[src/rtl/calc_seq_alu_if.sv]
`default_nettype none
// ============================================================================
// Module      : calc_seq_alu_if
// Description : Operation request / result bundle for the calculator core.
//               The master drives the operation request; the slave (core)
//               returns status, the result and the flags.
// Revision    : 1.0 - initial release
// ============================================================================
interface calc_seq_alu_if #(
    parameter int W  = 8,
    parameter int RW = 32
) ();
    logic          start;
    logic          clear;
    logic          chain;
    logic [2:0]    op;
    logic [W-1:0]  num1;
    logic [W-1:0]  num2;
    logic          busy;
    logic          done;
    logic [RW-1:0] result;
    logic          ovf;
    logic          err_div0;

    modport master (
        output start, clear, chain, op, num1, num2,
        input  busy, done, result, ovf, err_div0
    );

    modport slave (
        input  start, clear, chain, op, num1, num2,
        output busy, done, result, ovf, err_div0
    );
endinterface
`default_nettype wire

[src/rtl/calc_seq_alu.sv]
`default_nettype none
// ============================================================================
// Module      : calc_seq_alu
// Description : Multi-cycle unsigned calculator core. Single-cycle add, sub,
//               load and nop; RW-cycle shift-add multiply/square and
//               restoring divide/modulo. Operand A is num1 or the running
//               accumulator (chain mode). Flags overflow and divide-by-zero.
// Revision    : 1.0 - initial release
// ============================================================================
module calc_seq_alu #(
    parameter int W  = 8,
    parameter int RW = 32
) (
    input  wire logic          clk,
    input  wire logic          rst,
    calc_seq_alu_if.slave      bus
);
    localparam int CW = $clog2(RW);

    localparam logic [2:0] C_OP_ADD  = 3'b000;
    localparam logic [2:0] C_OP_SUB  = 3'b001;
    localparam logic [2:0] C_OP_MUL  = 3'b010;
    localparam logic [2:0] C_OP_DIV  = 3'b011;
    localparam logic [2:0] C_OP_MOD  = 3'b100;
    localparam logic [2:0] C_OP_SQR  = 3'b101;
    localparam logic [2:0] C_OP_LOAD = 3'b110;

    typedef enum logic [1:0] {
        ST_IDLE = 2'd0,
        ST_RUN  = 2'd1,
        ST_FIN  = 2'd2
    } state_t;

    state_t         r_state;
    state_t         w_state_next;

    logic           r_start_d;
    logic [2:0]     r_op;
    logic [RW-1:0]  r_a;
    logic [RW-1:0]  r_b;
    logic [RW-1:0]  r_hi;      // product high half / division remainder
    logic [RW-1:0]  r_lo;      // multiplier->product low half / dividend->quotient
    logic [CW-1:0]  r_cnt;
    logic           r_busy;
    logic           r_done;
    logic [RW-1:0]  r_result;
    logic           r_ovf;
    logic           r_err;

    logic           w_accept;
    logic [RW-1:0]  w_a_in;
    logic [RW-1:0]  w_b_in;
    logic           w_iterative;
    logic [RW:0]    w_sum;
    logic [RW:0]    w_madd;
    logic [RW:0]    w_shift;
    logic [RW-1:0]  w_trial;
    logic           w_fits;
    logic [RW-1:0]  w_fin_result;
    logic           w_fin_ovf;
    logic           w_fin_err;

    assign w_accept    = (r_state == ST_IDLE) && bus.start && !r_start_d && !bus.clear;
    assign w_a_in      = bus.chain ? r_result : {{(RW-W){1'b0}}, bus.num1};
    assign w_b_in      = {{(RW-W){1'b0}}, bus.num2};
    // Division by zero skips the iteration and finishes immediately.
    assign w_iterative = (bus.op == C_OP_MUL) || (bus.op == C_OP_SQR) ||
                         (((bus.op == C_OP_DIV) || (bus.op == C_OP_MOD)) && (w_b_in != '0));

    // One shift-add step: conditionally add the multiplicand, shift right.
    assign w_madd  = {1'b0, r_hi} + (r_lo[0] ? {1'b0, r_a} : '0);
    // One restoring-division step: bring in the next dividend bit, try subtract.
    assign w_shift = {r_hi, r_lo[RW-1]};
    assign w_fits  = (w_shift >= {1'b0, r_b});
    assign w_trial = w_shift[RW-1:0] - r_b;
    assign w_sum   = {1'b0, r_a} + {1'b0, r_b};

    // Next-state selection; clear always returns to idle.
    always_comb begin
        w_state_next = r_state;
        case (r_state)
            ST_IDLE: if (w_accept) w_state_next = w_iterative ? ST_RUN : ST_FIN;
            ST_RUN:  if (r_cnt == CW'(RW-1)) w_state_next = ST_FIN;
            ST_FIN:  w_state_next = ST_IDLE;
            default: w_state_next = ST_IDLE;
        endcase
        if (bus.clear) w_state_next = ST_IDLE;
    end

    // Final result and flags committed in the FIN cycle.
    always_comb begin
        w_fin_result = r_result;
        w_fin_ovf    = 1'b0;
        w_fin_err    = 1'b0;
        case (r_op)
            C_OP_ADD: begin
                w_fin_result = w_sum[RW-1:0];
                w_fin_ovf    = w_sum[RW];
            end
            C_OP_SUB: begin
                w_fin_result = r_a - r_b;
                w_fin_ovf    = (r_a < r_b);
            end
            C_OP_MUL, C_OP_SQR: begin
                w_fin_result = r_lo;
                w_fin_ovf    = |r_hi;
            end
            C_OP_DIV: begin
                w_fin_result = (r_b == '0) ? {RW{1'b1}} : r_lo;
                w_fin_err    = (r_b == '0);
            end
            C_OP_MOD: begin
                w_fin_result = (r_b == '0) ? r_a : r_hi;
                w_fin_err    = (r_b == '0);
            end
            C_OP_LOAD: w_fin_result = r_b;
            default:   w_fin_result = r_result;
        endcase
    end

    // State register.
    always_ff @(posedge clk or posedge rst) begin
        if (rst) r_state <= ST_IDLE;
        else     r_state <= w_state_next;
    end

    // Operand capture, iteration datapath and output registers.
    always_ff @(posedge clk or posedge rst) begin
        if (rst) begin
            r_start_d <= 1'b0;
            r_op      <= '0;
            r_a       <= '0;
            r_b       <= '0;
            r_hi      <= '0;
            r_lo      <= '0;
            r_cnt     <= '0;
            r_busy    <= 1'b0;
            r_done    <= 1'b0;
            r_result  <= '0;
            r_ovf     <= 1'b0;
            r_err     <= 1'b0;
        end else begin
            r_start_d <= bus.start;
            r_done    <= 1'b0;
            if (bus.clear) begin
                r_busy   <= 1'b0;
                r_result <= '0;
                r_ovf    <= 1'b0;
                r_err    <= 1'b0;
            end else begin
                case (r_state)
                    ST_IDLE: begin
                        if (w_accept) begin
                            r_op   <= bus.op;
                            r_a    <= w_a_in;
                            r_b    <= w_b_in;
                            r_hi   <= '0;
                            r_lo   <= (bus.op == C_OP_MUL) ? w_b_in : w_a_in;
                            r_cnt  <= '0;
                            r_busy <= 1'b1;
                        end
                    end
                    ST_RUN: begin
                        r_cnt <= r_cnt + CW'(1);
                        if ((r_op == C_OP_MUL) || (r_op == C_OP_SQR)) begin
                            r_hi <= w_madd[RW:1];
                            r_lo <= {w_madd[0], r_lo[RW-1:1]};
                        end else begin
                            r_hi <= w_fits ? w_trial : w_shift[RW-1:0];
                            r_lo <= {r_lo[RW-2:0], w_fits};
                        end
                    end
                    ST_FIN: begin
                        r_result <= w_fin_result;
                        r_ovf    <= w_fin_ovf;
                        r_err    <= w_fin_err;
                        r_done   <= 1'b1;
                        r_busy   <= 1'b0;
                    end
                    default: ;
                endcase
            end
        end
    end

    assign bus.busy     = r_busy;
    assign bus.done     = r_done;
    assign bus.result   = r_result;
    assign bus.ovf      = r_ovf;
    assign bus.err_div0 = r_err;

endmodule
`default_nettype wire

[src/flat_wrapper.sv]
// flat-port wrapper written by rule: the top's interface ports become plain ports
module calc_seq_alu_flat 
#(
    parameter int W  = 8,
    parameter int RW = 32
)
  (clk, rst, bus_start, bus_clear, bus_chain, bus_op, bus_num1, bus_num2, bus_busy, bus_done, bus_result, bus_ovf, bus_err_div0);
  calc_seq_alu_if #(.W(W), .RW(RW)) bus_i ();
  input  wire logic clk;
  input  wire logic rst;
  input wire logic [$bits(bus_i.start)-1:0] bus_start;
  input wire logic [$bits(bus_i.clear)-1:0] bus_clear;
  input wire logic [$bits(bus_i.chain)-1:0] bus_chain;
  input wire logic [$bits(bus_i.op)-1:0] bus_op;
  input wire logic [$bits(bus_i.num1)-1:0] bus_num1;
  input wire logic [$bits(bus_i.num2)-1:0] bus_num2;
  output wire logic [$bits(bus_i.busy)-1:0] bus_busy;
  output wire logic [$bits(bus_i.done)-1:0] bus_done;
  output wire logic [$bits(bus_i.result)-1:0] bus_result;
  output wire logic [$bits(bus_i.ovf)-1:0] bus_ovf;
  output wire logic [$bits(bus_i.err_div0)-1:0] bus_err_div0;
  assign bus_i.start = bus_start;
  assign bus_i.clear = bus_clear;
  assign bus_i.chain = bus_chain;
  assign bus_i.op = bus_op;
  assign bus_i.num1 = bus_num1;
  assign bus_i.num2 = bus_num2;
  assign bus_busy = bus_i.busy;
  assign bus_done = bus_i.done;
  assign bus_result = bus_i.result;
  assign bus_ovf = bus_i.ovf;
  assign bus_err_div0 = bus_i.err_div0;
  calc_seq_alu #(.W(W), .RW(RW)) u_core (.clk(clk), .rst(rst), .bus(bus_i));
endmodule
[config.mk]
export PLATFORM = sky130hd
export DESIGN_NAME = calc_seq_alu_flat
export DESIGN_NICKNAME = d
export VERILOG_FILES = /design/src/rtl/calc_seq_alu_if.sv /design/src/rtl/calc_seq_alu.sv /design/src/flat_wrapper.sv
export SDC_FILE = /design/constraint.sdc
export NUM_CORES = 1
export LEC_CHECK = 0
export BUFFER_PORTS_ARGS = -buffer_cell sky130_fd_sc_hd__buf_2
export CORE_MARGIN = 4
export CORE_UTILIZATION = 35
export DETAILED_ROUTE_END_ITERATION = 10
export MAX_ROUTING_LAYER = met4
export SYNTH_ARGS = -nofsm -noshare
export SYNTH_HDL_FRONTEND = slang
export SYNTH_SLANG_ARGS = --single-unit
[constraint.sdc]
create_clock -name clk -period 4.4 [get_ports clk]
set_input_delay 0.22 -clock clk [delete_from_list [all_inputs] [get_ports clk]]
set_output_delay 0.22 -clock clk [all_outputs]
set_load 0.05 [all_outputs]
==> impl_metrics.toml, run 1 <==
[critical_path]
r2r_end = "u_core.r_hi[24]"
reg2reg_from = "u_core.r_b[6]"
endpoint_kind = "register"
worstPathMaxFanout = 21
cp.arrival_ps = 4000
cp-startpoint = "u_core.r_b[6]"
start_kind = "register"
r2r_slack_ps = 710
required_ps = 4710
critPathKind = "register to register"
reg2reg_depth = 12

[placed_design]
gp_congestion = 0.9886
port-buffer-count = 59
post-dp-hpwl_um = 31830
place_area_sq_mm = 0.01319
placed_cells = 2046

[route]
top_layer = "met4"
drt-met1-wl_um = 19730
routed_via_density = 6.008
finalWirelength_um = 44720
wl_met2_um = 20800
remaining_drc_errors = 0
vias = 12491
met3RoutedLength_um = 2750
drt_iter0_drc = 1075
routedWlPerCell_um = 21.51
firstDrtPassIters = 5
ant_nets = 0

[cts]
cts_setup_buffers = 0
clockBufferDepth = 2
cts_resized = 0
cts_htree_levels = 4
clkLatencyLatePin_ps = 450
root_buffer = "clkbuf_16"
cts-buffers-inserted = 17
cts.sinks = 151
cts_tree = "built"
clk_pin_slew_ps = 70

[layout]
n_antenna_cell = 0
layout.cells.non_filler = 2079
syn_to_final_growth_pct = 10.81
nets = 1698
drive_gt1_frac = 0.09914
final_core_util = 0.3967
fin_area_sq_mm = 0.01380

[worst_hold_path]
min_to = "u_core.r_b[2]"
hold_depth = 2
holdCritStartpoint = "bus_num2[2]"
hp-class = "input pin to register"

[yosys]
ys_seq_area_frac = 0.3033
synth_top_cell_area_share = 0.3033
yosys.area_share.simple = 0.2158
synthTopCellsByArea = "dfrtp_1 30%, nand2_1 8.3%, o21ai_0 7.2%, a21oi_1 7.1%, ha_1 5.8%"
netlist.top_cell.by_area = "dfrtp_1"
synthAdderAreaFrac = 0.06468
syn_nets = 1711
synth_top_family_by_area = "compound AO/OA/AOI/OAI gates"
async_flop_share = 1.000
synthXorXnorAreaFrac = 0.06890
synth_cell_type_count = 73
synth_warnings = 0
synthesis.area_sq_mm = 0.01246
synth_edf_count = 0
synth-compound-area-share = 0.2562
synth_flop_cell = "dfrtp_1"
syn_area_per_cell_sq_um = 7.666
syn_inst = 1625
synthMuxAreaShare = 0.04058
ys_seq_elements = 151

[grt]
grt_util_all_layers = 0.2358
antenna_found_initial = 0
grt_max_degree = 87
grt_pass1_wl_um = 70790
grt_pass1_vias = 12321
overflow = 0

[timing]
hold-worst-slack_ps = 37.32
rsz0062_at_grt = "false"
relSlewSlack = 0.2149
timing.fmax_mhz = 271.0
tightest_slew_ps = 1178
final.setup.tns_ps = 0
finalSetupViolations = 0
hold_viol = 0
min_period_ps = 3690
report.final.slew_viol_count = 0
skew_ps = 14.41
finalCritPeriodShare = 0.8386

[die]
die_h_um = 196.7
die_w_um = 196.7
start_util = 0.3580
ioPinCount = 60
die_area_sq_mm = 0.03867
num_rows = 68
core_sq_mm = 0.03480

[power]
powerDensity_mw_per_mm2 = 568.8
vdd_drop_max_uv = 495.5
power_leakage_uw = 0.006059

[outcome]
status = "completed"

[run]
cap_violations = 0
registers in the layout, summed over array words and instances (netlist names):
name                 cells
u_core.r_state           2
u_core.r_a              32
u_core.r_op              3
u_core.bus.busy          1
u_core.r_start_d         1
u_core.bus.done          1
u_core.bus.result       32
u_core.r_hi             32
u_core.r_cnt             5
u_core.bus.ovf           1
u_core.r_b               8
u_core.r_lo             32
u_core.bus.err_div0      1
cell type report:
type                    instances  area (sq um)
multi-input cells            1312          8130
flip-flops and latches        151          3779
fillers                      3593         21000
repair buffers                 94         588.1
clock buffers                  19         442.9
well taps                     455         569.3
inverters                      36         140.1
clock inverters                12         153.9
per-stage QoR:
step	total power [uW]	setup WS, ps
CTS	7798	844.2
detailed placement	6218	849.0
finish	7852	710.0
floorplan	5017	115.3
global route	8379	422.1
global placement	6213	944.7
power breakdown:
part	internal [uW]	total (uW)	switching [uW]
Combinational	1670	4250	2580
Sequential	1590	2040	451
Clock	903	1560	661
cell families after synthesis:
logic type / after synthesis
simple gates: 571
compound gates: 533
buf+inv: 162
flops: 151
xor+xnor: 98
fa+ha+maj: 62
mux: 48
how the worst max path moves through the flow:
stage / to / slack (ps) / depth (start not counted)
2_1_floorplan: u_core.bus.busy / 120 / 1
3_3_place_gp: u_core.r_hi[26] / 940 / 11
5_1_grt: u_core.r_hi[26] / 420 / 12
6_report: u_core.r_hi[24] / 710 / 12
4_1_cts: u_core.r_hi[26] / 840 / 11
3_5_place_dp: u_core.r_hi[26] / 850 / 12
synth_stat cells (all sizes together) (6+ instances only):
| cell type | instances |
|---|---|
| o21ai | 183 |
| xnor2 | 49 |
| and3 | 12 |
| o211ai | 6 |
| clkbuf | 108 |
| nor4 | 12 |
| ha | 58 |
| or2 | 6 |
| buf | 18 |
| nor2b | 14 |
| nor2 | 86 |
| a211oi | 20 |
| a2111oi | 7 |
| o21bai | 7 |
| dfrtp | 151 |
| o221ai | 10 |
| o31ai | 8 |
| a221oi | 15 |
| and2 | 34 |
| mux2i | 37 |
| or3 | 11 |
| or4 | 14 |
| inv | 36 |
| a21oi | 177 |
| nand4 | 13 |
| a21o | 19 |
| a21boi | 6 |
| a22o | 8 |
| mux2 | 10 |
| a22oi | 12 |
| nand3 | 30 |
| a31oi | 13 |
| nor3 | 31 |
| xor2 | 49 |
| nand2b | 17 |
| nand2 | 276 |
routing by layer:
layer,track usage,vias to the layer above
met4,0.07756,0
met1,0.3105,6091
met2,0.3750,522
met3,0.03504,108
li1,-,5770
met5,-,-
placed cells by master (no fill, tap or decap), types with 28 or more instances in the layout:
| cell type | Yosys | routed |
|---|---|---|
| a21oi_1 | 177 | 176 |
| and2_1 | 34 | 34 |
| buf_2 | 10 | 59 |
| buf_4 | 0 | 31 |
| dfrtp_1 | 151 | 151 |
| ha_1 | 58 | 58 |
| inv_1 | 36 | 35 |
| mux2i_1 | 37 | 37 |
| nand2_1 | 275 | 273 |
| nand3_1 | 30 | 30 |
| nor2_1 | 86 | 86 |
| nor3_1 | 29 | 28 |
| o21ai_0 | 179 | 177 |
| xnor2_1 | 49 | 49 |
| xor2_1 | 49 | 49 |
what timing repair did:
action                                 CTS  global route
setup endpoints to repair                0             0
hold buffers                             2             0
endpoints found under the hold margin   45             0
critical path, stage by stage (launching register included):
cell and delay (ps):
dfrtp_1 450, inv_1 110, ha_1 380, a2111oi_0 720, a21boi_0 210, buf_4 200, nor4bb_4 250, buf_4 280
or4_1 290, nor2_1 90, xor2_1 160, a221oi_1 290, o21ai_0 130
Note: power is estimated with default switching activity, not from simulation.
==> run 2: changes to the inputs <==
==> constraint.sdc (replaced) <==
create_clock -name clk -period 3.8 [get_ports clk]
set_input_delay 0.19 -clock clk [delete_from_list [all_inputs] [get_ports clk]]
set_output_delay 0.19 -clock clk [all_outputs]
set_load 0.05 [all_outputs]
==> run 2 against run 1 <==
The flow now finishes with violations (hold timing). Clock power is 14% higher. Critical endpoint is now u_core.r_hi[29]. Wire length is essentially flat. Setup slack worse by 490 ps. Non-clock buffer count is 29 higher. Sequential cell count unchanged. Global-route usage hardly changed. Total power grew 17%.
==> impl_metrics.toml, run 2 (synthesis gave the netlist of run 1 again) <==
[timing]
finalSetupViolations = 0
rsz0062_at_grt = "false"
hold_viol = 24
final.setup.tns_ps = 0
timing.fmax_mhz = 279.6
tightest_slew_ps = 953.2
setup_ws_ps = 224.0
skew_ps = 14.40
finalCritPeriodShare = 0.9411
hold-worst-slack_ps = -38.56
relSlewSlack = 0.3646
min_period_ps = 3576
report.final.slew_viol_count = 0

[die]
num_rows = 68
core_sq_mm = 0.03480
die_w_um = 196.7
ioPinCount = 60
die_h_um = 196.7
start_util = 0.3580
die_area_sq_mm = 0.03867

[layout]
final_cell_mix = "273 x nand2_1, 177 x o21ai_0, 176 x a21oi_1"
nets = 1727
layout.cells.non_filler = 2109
drive_gt1_frac = 0.1161
layout_commonest_cell = "nand2_1"
n_antenna_cell = 0
syn_to_final_growth_pct = 12.42

[outcome]
violations = "hold timing"
status = "finished, violations left"

[placed_design]
port-buffer-count = 59
post-place-ws_ps = 250.1
gp_congestion = 1.010
post-dp-hpwl_um = 32170
placed_cells = 2076

[critical_path]
endpoint_kind = "register"
reg2reg_from = "u_core.r_lo[0]"
r2r_slack_ps = 220
r2r_end = "u_core.r_hi[29]"
required_ps = 4190
worstPathMaxFanout = 14
cp.arrival_ps = 3960
critPathKind = "register to register"
reg2reg_depth = 13
start_kind = "register"

[route]
routed_via_density = 5.900
vias = 12443
routedWlPerCell_um = 21.20
drt_iter0_drc = 1119
remaining_drc_errors = 0
firstDrtPassIters = 6
ant_nets = 0
finalWirelength_um = 44700

[cts]
clkLatencyLatePin_ps = 450
cts-buffers-inserted = 17
cts.sinks = 151
cts_setup_buffers = 0
cts_tree = "built"
cts_htree_levels = 4
root_buffer = "clkbuf_16"
clockBufferDepth = 2
clk_pin_slew_ps = 70

[power]
powerDensity_mw_per_mm2 = 655.9
power_leakage_uw = 0.006197
vdd_drop_max_uv = 472.7
total_power_uw = 9186

[worst_hold_path]
hp-class = "input pin to async pin"

[grt]
grt_util_all_layers = 0.2357
grt_max_degree = 152
overflow = 0
antenna_found_initial = 0
grt_pass1_vias = 11762
grt_pass1_wl_um = 70180

[run]
cap_violations = 0
-- run 2: cell types whose count changed in the layout (fill, tap and decap cells not counted) --
cell           previous run  this run
buf_4                    31        61
inv_6                     1         2
clkinv_4                  3         4
bufinv_16                 3         2
a21boi_0                  6         5
clkinvlp_4                3         5
dlygate4sd3_1             2         1
nor3_4                    3         2
a21boi_1                  0         1
nor3_2                    0         1
clkinv_2                  3         1
-- run 2: critical path, cell delays in order (launching register included) --
cell and delay [ps]:
dfrtp_1 650, and2_1 200, ha_1 160, inv_1 60, fa_1 400, nor2b_1 170
o31ai_1 120, a21o_1 190, a21boi_0 380, a21oi_1 260, o21bai_1 240, nand2_1 110
or4_1 470, nand4_1 100
-- run 2: where the power goes --
part           switching, uW  total (uW)  internal, uW
Clock                    786        1780           991
Combinational           3090        5120          2020
Sequential               450        2290          1840
Total                   4330        9190          4860
-- run 2: timing repair --
action | in CTS | in global routing
setup endpoints to repair | 0 | 2
resized for setup | 0 | 1
hold endpoints to repair | 1 | 0
hold buffers | 1 | 0
-- run 2: worst max path at each step --
stage	to	from	slack (ps)
after floorplan	u_core.r_hi[26]	u_core.r_lo[0]	580
after global placement	u_core.r_hi[28]	u_core.r_b[1]	330
after detailed placement	u_core.r_hi[28]	u_core.r_b[5]	250
after CTS	u_core.r_hi[15]	u_core.r_hi[5]	230
after global routing	u_core.r_hi[31]	u_core.r_lo[0]	6
final	u_core.r_hi[29]	u_core.r_lo[0]	220
-- run 2: final cells by class --
cell class | instances | area, sq um
fill | 3606 | 20790
multi-input combinational | 1312 | 8124
sequential | 151 | 3779
timing repair buffer | 123 | 803.3
tap | 455 | 569.3
clock buffer | 19 | 442.9
clock inverter | 13 | 147.6
inverter | 36 | 138.9
-- run 2: metrics by stage --
step | hold WS (ps) | utilization | instance area (sq um)
2_1_floorplan | 221.4 | - | 12460
3_3_place_gp | 313.6 | 0.3852 | 13400
3_5_place_dp | 319.0 | 0.3852 | 13400
4_1_cts | 9.847 | 0.4025 | 14000
5_1_grt | 17.03 | 0.4025 | 14000
6_report | -38.56 | 0.4025 | 14000
-- run 2: layer usage --
| layer | up-vias | part of all wire | track usage |
|---|---|---|---|
| li1 | 5845 | - | - |
| met1 | 6040 | 0.45 | 0.3211 |
| met5 | - | 0 | - |
| met3 | 74 | 0.066 | 0.03761 |
| met2 | 484 | 0.46 | 0.3676 |
| met4 | 0 | 0.024 | 0.06292 |
==> run 3: changes to the inputs <==
--- a/config.mk
+++ b/config.mk
@@ -9,7 +9,9 @@
 export CORE_MARGIN = 4
 export CORE_UTILIZATION = 35
 export DETAILED_ROUTE_END_ITERATION = 10
+export GPL_TIMING_DRIVEN = 0
 export MAX_ROUTING_LAYER = met4
+export SKIP_CTS_REPAIR_TIMING = 1
 export SYNTH_ARGS = -nofsm -noshare
 export SYNTH_HDL_FRONTEND = slang
 export SYNTH_SLANG_ARGS = --single-unit
==> run 3 against run 2 <==
The run now ends clean. Global-route usage grew 2.7 points. Wire length rose by 13%. Via count is 4.5% higher. Clock skew rose by 2.0 ps. Sequential cell count did not move. Clock power up 3%. Die area unchanged. Critical path depth fell by 3. Core utilization is 0.36 points higher. Register-to-register slack got worse by 80 ps. Final cell count is 3.1% higher. Hold slack better by 47 ps. Critical endpoint is now u_core.r_hi[15]. Highest routed layer unchanged.
==> impl_metrics.toml, run 3 (synthesis gave the netlist of run 1 again) <==
[layout]
syn_to_final_growth_pct = 13.42
layout_commonest_cell = "nand2_1"
nets = 1794
n_antenna_cell = 0
drive_gt1_frac = 0.08779
final_cell_mix = "275 x nand2_1, 179 x o21ai_0, 175 x a21oi_1"
layout.cells.non_filler = 2175

[power]
total_power_uw = 9256
power_leakage_uw = 0.006140
internal_power_uw = 4837
powerDensity_mw_per_mm2 = 655.1
switchingPower_uw = 4419
pwr-share-comb = 0.550
switching_share = 0.4774
p_seq_frac = 0.252
vdd_drop_max_uv = 474.7
power.share.clock = 0.198

[cts]
clk_pin_slew_ps = 70
clkLatencyLatePin_ps = 460
root_buffer = "clkbuf_16"
cts-buffers-inserted = 17
cts.sinks = 151
cts_htree_levels = 4
cts_tree = "built"
clockBufferDepth = 2

[timing]
relSlewSlack = 0.1341
finalCritPeriodShare = 0.9608
timing.fmax_mhz = 273.9
report.final.slew_viol_count = 0
tightest_slew_ps = 1285
skew_ps = 16.38
hold_viol = 0
setup_ws_ps = 149.0
hold-worst-slack_ps = 8.336
final.setup.tns_ps = 0
min_period_ps = 3651
finalSetupViolations = 0

[die]
start_util = 0.3580
die_w_um = 196.7
ioPinCount = 60
core_sq_mm = 0.03480
num_rows = 68
die_area_sq_mm = 0.03867
die_h_um = 196.7

[route]
vias = 13007
drt_iter0_drc = 1436
routed_via_density = 5.980
routedWlPerCell_um = 23.15
ant_nets = 0
finalWirelength_um = 50350
firstDrtPassIters = 6
remaining_drc_errors = 0

[worst_hold_path]
hp-class = "input pin to register"

[placed_design]
post-place-ws_ps = -207.6
placed_cells = 2142
post-dp-hpwl_um = 37740
gp_congestion = 0.9828
port-buffer-count = 57

[grt]
overflow = 0
grt_pass1_wl_um = 76300
grt_util_all_layers = 0.2626
antenna_found_initial = 0
grt_pass1_vias = 12018
grt_max_degree = 41

[critical_path]
cp.arrival_ps = 4000
start_kind = "register"
required_ps = 4150
worstPathMaxFanout = 6
critPathKind = "register to register"
endpoint_kind = "register"

[run]
cap_violations = 0

[outcome]
status = "completed"
==> run 3: power by group through the flow <==
| stage | sequential (uW) | clock (uW) | combinational [uW] |
|---|---|---|---|
| after global routing | 2360 | 1910 | 5600 |
| after global placement | 2340 | 0 | 4800 |
| final | 2330 | 1830 | 5090 |
| after CTS | 2310 | 1850 | 4870 |
| after detailed placement | 2340 | 0 | 4850 |
| after floorplan | 2200 | 0 | 3610 |
==> run 3: critical path, cell delays in order (launching register included) <==
cell	delay, ps
dfrtp_1	470
inv_1	140
ha_1	390
a2111oi_1	700
a21boi_2	250
or2_2	350
or4_1	530
nor3_1	210
xnor2_1	160
nand2_1	70
a32o_1	270
==> run 3: cell type report <==
cell class / instances / area, sq um
clock buffers: 19 / 452.9
fillers: 3558 / 20670
plain buffers: 126 / 499.2
inverters: 36 / 138.9
flip-flops and latches: 151 / 3780
well taps: 455 / 569.3
repair buffers: 64 / 390.4
multi-input cells: 1312 / 8147
clock inverters: 12 / 151.4
==> run 3: worst paths after layout <==
path,from,to,slack (ps),depth (start not counted)
setup / recovery,u_core.r_b[6],u_core.r_hi[15],150,10
hold / removal,bus_num2[4],u_core.r_b[4],8,2
setup reg to reg,u_core.r_b[6],u_core.r_hi[15],150,10
hold reg to reg,u_core.bus.result[1],u_core.bus.result[1],510,2
max in group asynchronous,rst,u_core.r_b[1],2710,5
min in group asynchronous,rst,u_core.bus.result[21],310,3
==> run 3: layer usage <==
metal / vias up / GRT usage / wire length [um]
li1: 5977 / - / -
met1: 6308 / 0.3773 / 22740
met2: 633 / 0.3904 / 22410
met3: 89 / 0.03385 / 3940
met4: 0 / 0.07370 / 1252
met5: - / - / 0
==> run 3: through the flow <==
stage / util / instance area, sq um
global placement: 0.3826 / 13320
floorplan: - / 12460
detailed placement: 0.3853 / 13410
CTS: 0.4026 / 14010
finish: 0.4060 / 14130
global route: 0.4060 / 14130
